**src/rtl/imm_ext_pipe_pkg.sv**
```systemverilog
// Shared encodings for the immediate extender pipe.
// Mode and skid-buffer state values used by decoder and buffer.
package imm_ext_pipe_pkg;

    typedef enum logic [1:0] {
        MODE_SIGN   = 2'd0,
        MODE_ZERO   = 2'd1,
        MODE_UPPER  = 2'd2,
        MODE_BRANCH = 2'd3
    } imm_mode_t;

    // State value doubles as the stored-result count.
    typedef enum logic [1:0] {
        ST_EMPTY = 2'd0,
        ST_ONE   = 2'd1,
        ST_FULL  = 2'd2
    } buf_state_t;

endpackage

```
**src/rtl/imm_ext_core.sv**
```systemverilog
// Combinational immediate extender.
// Sign, zero, upper and branch-offset forms selected by mode.
module imm_ext_core
    import imm_ext_pipe_pkg::*;
#(
    parameter int IN_W  = 16,
    parameter int OUT_W = 32
) (
    input  logic [IN_W-1:0]  in_imm,
    input  logic [1:0]       in_mode,
    output logic [OUT_W-1:0] ext_out
);

    localparam int EXT_W = OUT_W - IN_W;

    imm_mode_t        mode;
    logic [OUT_W-1:0] sext;
    logic [OUT_W-1:0] zext;
    logic [OUT_W-1:0] upper;
    logic [OUT_W-1:0] branch;

    assign mode   = imm_mode_t'(in_mode);
    assign sext   = {{EXT_W{in_imm[IN_W-1]}}, in_imm};
    assign zext   = {{EXT_W{1'b0}}, in_imm};
    assign upper  = {in_imm, {EXT_W{1'b0}}};
    assign branch = {sext[OUT_W-3:0], 2'b00};

    always_comb begin
        ext_out = '0;
        unique case (mode)
            MODE_SIGN:   ext_out = sext;
            MODE_ZERO:   ext_out = zext;
            MODE_UPPER:  ext_out = upper;
            MODE_BRANCH: ext_out = branch;
            default:     ext_out = '0;
        endcase
    end

endmodule

```
**src/rtl/imm_ext_pipe.sv**
```systemverilog
// Immediate extender followed by a 2-entry skid buffer.
// in_ready is registered so it never sees out_ready combinationally.
module imm_ext_pipe
    import imm_ext_pipe_pkg::*;
#(
    parameter int IN_W  = 16,
    parameter int OUT_W = 32
) (
    input  logic             clk,
    input  logic             rst_n,
    input  logic             in_valid,
    output logic             in_ready,
    input  logic [IN_W-1:0]  in_imm,
    input  logic [1:0]       in_mode,
    output logic             out_valid,
    input  logic             out_ready,
    output logic [OUT_W-1:0] out_data,
    output logic [1:0]       occupancy
);

    buf_state_t       state;
    logic [OUT_W-1:0] ext;
    logic [OUT_W-1:0] oreg;
    logic [OUT_W-1:0] sreg;
    logic             in_ready_q;
    logic             in_fire;
    logic             out_fire;

    imm_ext_core #(
        .IN_W  (IN_W),
        .OUT_W (OUT_W)
    ) u_core (
        .in_imm  (in_imm),
        .in_mode (in_mode),
        .ext_out (ext)
    );

    assign in_fire   = in_valid && in_ready_q;
    assign out_fire  = out_valid && out_ready;
    assign out_valid = (state != ST_EMPTY);
    assign in_ready  = in_ready_q;
    assign out_data  = oreg;
    assign occupancy = state;

    // OREG is cleared on the way to EMPTY so out_data reads 0 there.
    always_ff @(posedge clk or negedge rst_n) begin
        if (!rst_n) begin
            state      <= ST_EMPTY;
            oreg       <= '0;
            sreg       <= '0;
            in_ready_q <= 1'b0;
        end else begin
            unique case (state)
                ST_EMPTY: begin
                    in_ready_q <= 1'b1;
                    if (in_fire) begin
                        oreg  <= ext;
                        state <= ST_ONE;
                    end
                end
                ST_ONE: begin
                    unique case ({in_fire, out_fire})
                        2'b10: begin
                            sreg       <= ext;
                            state      <= ST_FULL;
                            in_ready_q <= 1'b0;
                        end
                        2'b01: begin
                            oreg  <= '0;
                            state <= ST_EMPTY;
                        end
                        2'b11: begin
                            oreg <= ext;
                        end
                        default: begin
                        end
                    endcase
                end
                ST_FULL: begin
                    if (out_fire) begin
                        oreg       <= sreg;
                        sreg       <= '0;
                        state      <= ST_ONE;
                        in_ready_q <= 1'b1;
                    end
                end
                default: begin
                    state      <= ST_EMPTY;
                    oreg       <= '0;
                    sreg       <= '0;
                    in_ready_q <= 1'b0;
                end
            endcase
        end
    end

endmodule
```
**config.mk**
```make
export PLATFORM = sky130hd
export DESIGN_NAME = imm_ext_pipe
export DESIGN_NICKNAME = d
export VERILOG_FILES = /design/src/rtl/imm_ext_pipe_pkg.sv /design/src/rtl/imm_ext_core.sv /design/src/rtl/imm_ext_pipe.sv
export SDC_FILE = /design/constraint.sdc
export NUM_CORES = 1
export LEC_CHECK = 0
export CAP_MARGIN = 10
export CORE_ASPECT_RATIO = 1.5
export CORE_UTILIZATION = 52
export CTS_BUF_LIST = sky130_fd_sc_hd__clkbuf_16
export CTS_CLUSTER_DIAMETER = 120
export DETAILED_ROUTE_END_ITERATION = 8
export PLACE_DENSITY = 0.79
export SYNTH_ARGS = -nofsm -noshare
export SYNTH_HDL_FRONTEND = slang
export SYNTH_SLANG_ARGS = --single-unit
```
**constraint.sdc**
```tcl
create_clock -name clk -period 1.9 [get_ports clk]
set_input_delay 0.57 -clock clk [delete_from_list [all_inputs] [get_ports clk]]
set_output_delay 0.57 -clock clk [all_outputs]
set_load 0.01 [all_outputs]
```
==> results.sh <==
export IMPL_post_dp_hpwl_microns=5630
export IMPL_grt_usage_pct=28.2
export IMPL_antenna_found_initial=0
export IMPL_fin_crit_ns=1.86
export IMPL_syn_nets=311
export IMPL_max_vdd_ir_drop_v=0.00104
export IMPL_syn_mean_instance_area_sq_um=11.1
export IMPL_num_vias=2784
export IMPL_clock_sinks=67
export IMPL_grt_pass1_vias=2803
export IMPL_diodes=0
export IMPL_finalNetCount=377
export IMPL_worst_path_buf_inv=1
export IMPL_period_share_pct=98.0
export IMPL_vias_per_cell=6.44
export IMPL_io_pins=58
export IMPL_synth_edf_count=0
export IMPL_finalSetupViolations=0
export IMPL_synth_commonest_cells="dfrtp_1, a22oi_1, a22o_1"
export IMPL_cp_arrival_ns=1.29
export IMPL_cap_violations=0
export IMPL_crit_path_top_delay_cell="clkdlybuf4s50_1"
export IMPL_clk_pin_slew_ns=0.06
export IMPL_ant_nets=0
export IMPL_start_util_pct=54.7
export IMPL_ys_seq_elements=67
export IMPL_synth_cell_types=39
export IMPL_rsz0062_at_grt="no"
export IMPL_synthToLayoutAreaGrowth_pct=35.5
export IMPL_dominantRegCellSynth="dfrtp_1"
export IMPL_timing_fmax_mhz=537
export IMPL_synth_area_sq_um=3210
export IMPL_die_x_microns=66.2
export IMPL_status="complete, no violations"
export IMPL_tritoncts="yes"
export IMPL_preCtsSetupSlack_ns=-0.330
export IMPL_fill_cells=404
export IMPL_end_kind="primary output"
export IMPL_path_delay_family="buffers and inverters"
export IMPL_die_area_sq_um=6500
export IMPL_drc_errors=0
export IMPL_root_buffer="clkbuf_16"
export IMPL_max_slew_margin_pct=74.8
export IMPL_h_tree_depth=3
export IMPL_place_inst=415
export IMPL_yosysSeqAreaShare_pct=52.2
export IMPL_cp_start_kind="flip-flop"
export IMPL_path_cells="clkdlybuf4s50_1"
export IMPL_cts_buffer_depth=2
export IMPL_cp_max_fo=2
export IMPL_syn_inst=289
export IMPL_hold_viol=0
export IMPL_max_stage_delay_ns=0.56
export IMPL_worstMarginPinSlew_ns=0.378
export IMPL_wl_per_cell_microns=19.6
export IMPL_clock_skew_ns=0.00501
export IMPL_gp_congestion=0.854
export IMPL_setup_ws_ns=0.0372
export IMPL_ys_async_sr_fraction_pct=100
export IMPL_port_buffers=57
export IMPL_yosys_top_cells_area="dfrtp_1, a22oi_1, a22o_1, o2bb2ai_1, a221o_1"
export IMPL_slew_viol_final=0
export IMPL_synth_top_area_cell="dfrtp_1"
export IMPL_numCtsBuffers=9
export IMPL_p_per_area_nw_per_um2=1620
export IMPL_row_count=34
export IMPL_synth_top_area_share_pct=52.2
export IMPL_first_iter_violations=369
export IMPL_ys_warnings_count=0
export IMPL_firstDrtPassIters=5
export IMPL_drive_gt1_share_pct=16.7
export IMPL_clock_latency_ns=0.33
export IMPL_routed_wl_microns=8460
export IMPL_stdcell_count=432
export IMPL_core_area_sq_um=5870
export IMPL_p_leak_nw=1.95
export IMPL_worstHoldPathType="in2async"
export IMPL_grt_max_degree=68
export IMPL_die_h_microns=98.3
export IMPL_overflow=0
export IMPL_crit_type="reg2out"
export IMPL_post_synth_top_count_cell="dfrtp_1"
export IMPL_cp_required_ns=1.33
export IMPL_grt_first_pass_wirelength_microns=13900
-- worst reg2reg max path: cells and delay by family, from the launching register on --
kind / cells / cell delay, ns
and+or+nand+nor: 3 / 0.43
AOI/OAI and AO/OA: 1 / 0.39
DFF: 1 / 0.38
buffers and inverters: 2 / 0.33
-- registers in the layout (all words and copies together) (netlist names) --
| register | cells |
|---|---|
| in_ready | 1 |
| occupancy | 2 |
| out_data | 32 |
| sreg | 32 |
-- what timing repair did --
item / 4_1_cts / 5_1_grt
hold buffers: 0 / 0
hold endpoints to repair: 0 / 0
setup endpoints to repair: 12 / 30
gates resized for setup: 4 / 6
buffers inserted: 0 / 1
-- routing by layer --
metal / share of wire [%] / track usage [%]
met1: 42 / 37.3
met2: 50 / 45.1
met3: 5.9 / 5.37
met4: 2.4 / 11.3
met5: 0 / 0
-- cell usage in the layout (no fill, tap or decap), types with 2 or more instances in the layout --
cell type        count
dlymetal6s2s_1       3
clkbuf_16            9
dlygate4sd2_1        3
nor2b_1              2
nor2_1              13
buf_12               8
buf_4               21
a21oi_1             13
o2bb2ai_1           19
a21oi_2              2
inv_1                3
a21o_1               6
o31ai_1             14
and2_1               2
clkdlybuf4s50_1     50
a221o_1             12
a221o_2              2
bufinv_16            2
a22o_1              25
clkinvlp_4           2
a22oi_1             30
nand2_2              2
a32oi_1              2
dfrtp_1             66
nand2_1             23
or3_1                2
-- per-stage QoR --
| step | instance area [sq um] | hold slack (ns) | power, W | setup TNS, ns | util [%] |
|---|---|---|---|---|---|
| global placement | 4000 | 0.458 | 0.00522 | -12.36 | 68.2 |
| finish | 4350 | 0.258 | 0.00706 | 0 | 74.1 |
| CTS | 4320 | 0.269 | 0.00706 | -0.126 | 73.6 |
| floorplan | 3210 | 0.274 | 0.00393 | 0 | - |
| global route | 4350 | 0.285 | 0.00743 | 0 | 74.1 |
| detailed placement | 4000 | 0.464 | 0.00529 | -14.07 | 68.2 |
-- worst paths after layout --
kind / slack, ns / cells after the start / endpoint / start
min in group clk: 0.47 / 2 / sreg[0] / sreg[0]
max: 0.04 / 1 / out_data[17] / out_data[17]
max reg2reg: 0.26 / 6 / out_data[24] / occupancy[0]
min: 0.26 / 2 / sreg[5] / rst_n
max in group asynchronous: 1.35 / 2 / in_ready / rst_n
min reg2reg: 0.47 / 2 / sreg[0] / sreg[0]
-- report_power, final --
part	total (W)	internal [W]	switching, W	leakage, nW
Sequential	0.00241	0.00204	0.000371	0.890
Clock	0.00176	0.00114	0.000613	0.149
Combinational	0.00290	0.00149	0.00141	0.915
-- cell families after synthesis --
logic type	after synthesis	synth area share, %
flip-flops	67	52.2
multiplexers	1	0.312
XOR/XNOR	1	0.506
AND/OR/NAND/NOR	54	8.26
buffers and inverters	34	6.00
AO/OA/AOI/OAI	132	32.7
-- area by class of cell --
class	count	area, sq um	share of cell area, %
Sequential cell	67	1680	38.5
Multi-Input combinational cell	188	1370	31.4
Timing Repair Buffer	86	887	20.4
Clock buffer	9	225	5.17
Clock inverter	7	92.6	2.13
Tap cell	72	90.1	2.07
Inverter	3	11.3	0.259
No activity file was read; power rests on OpenSTA's default activity.
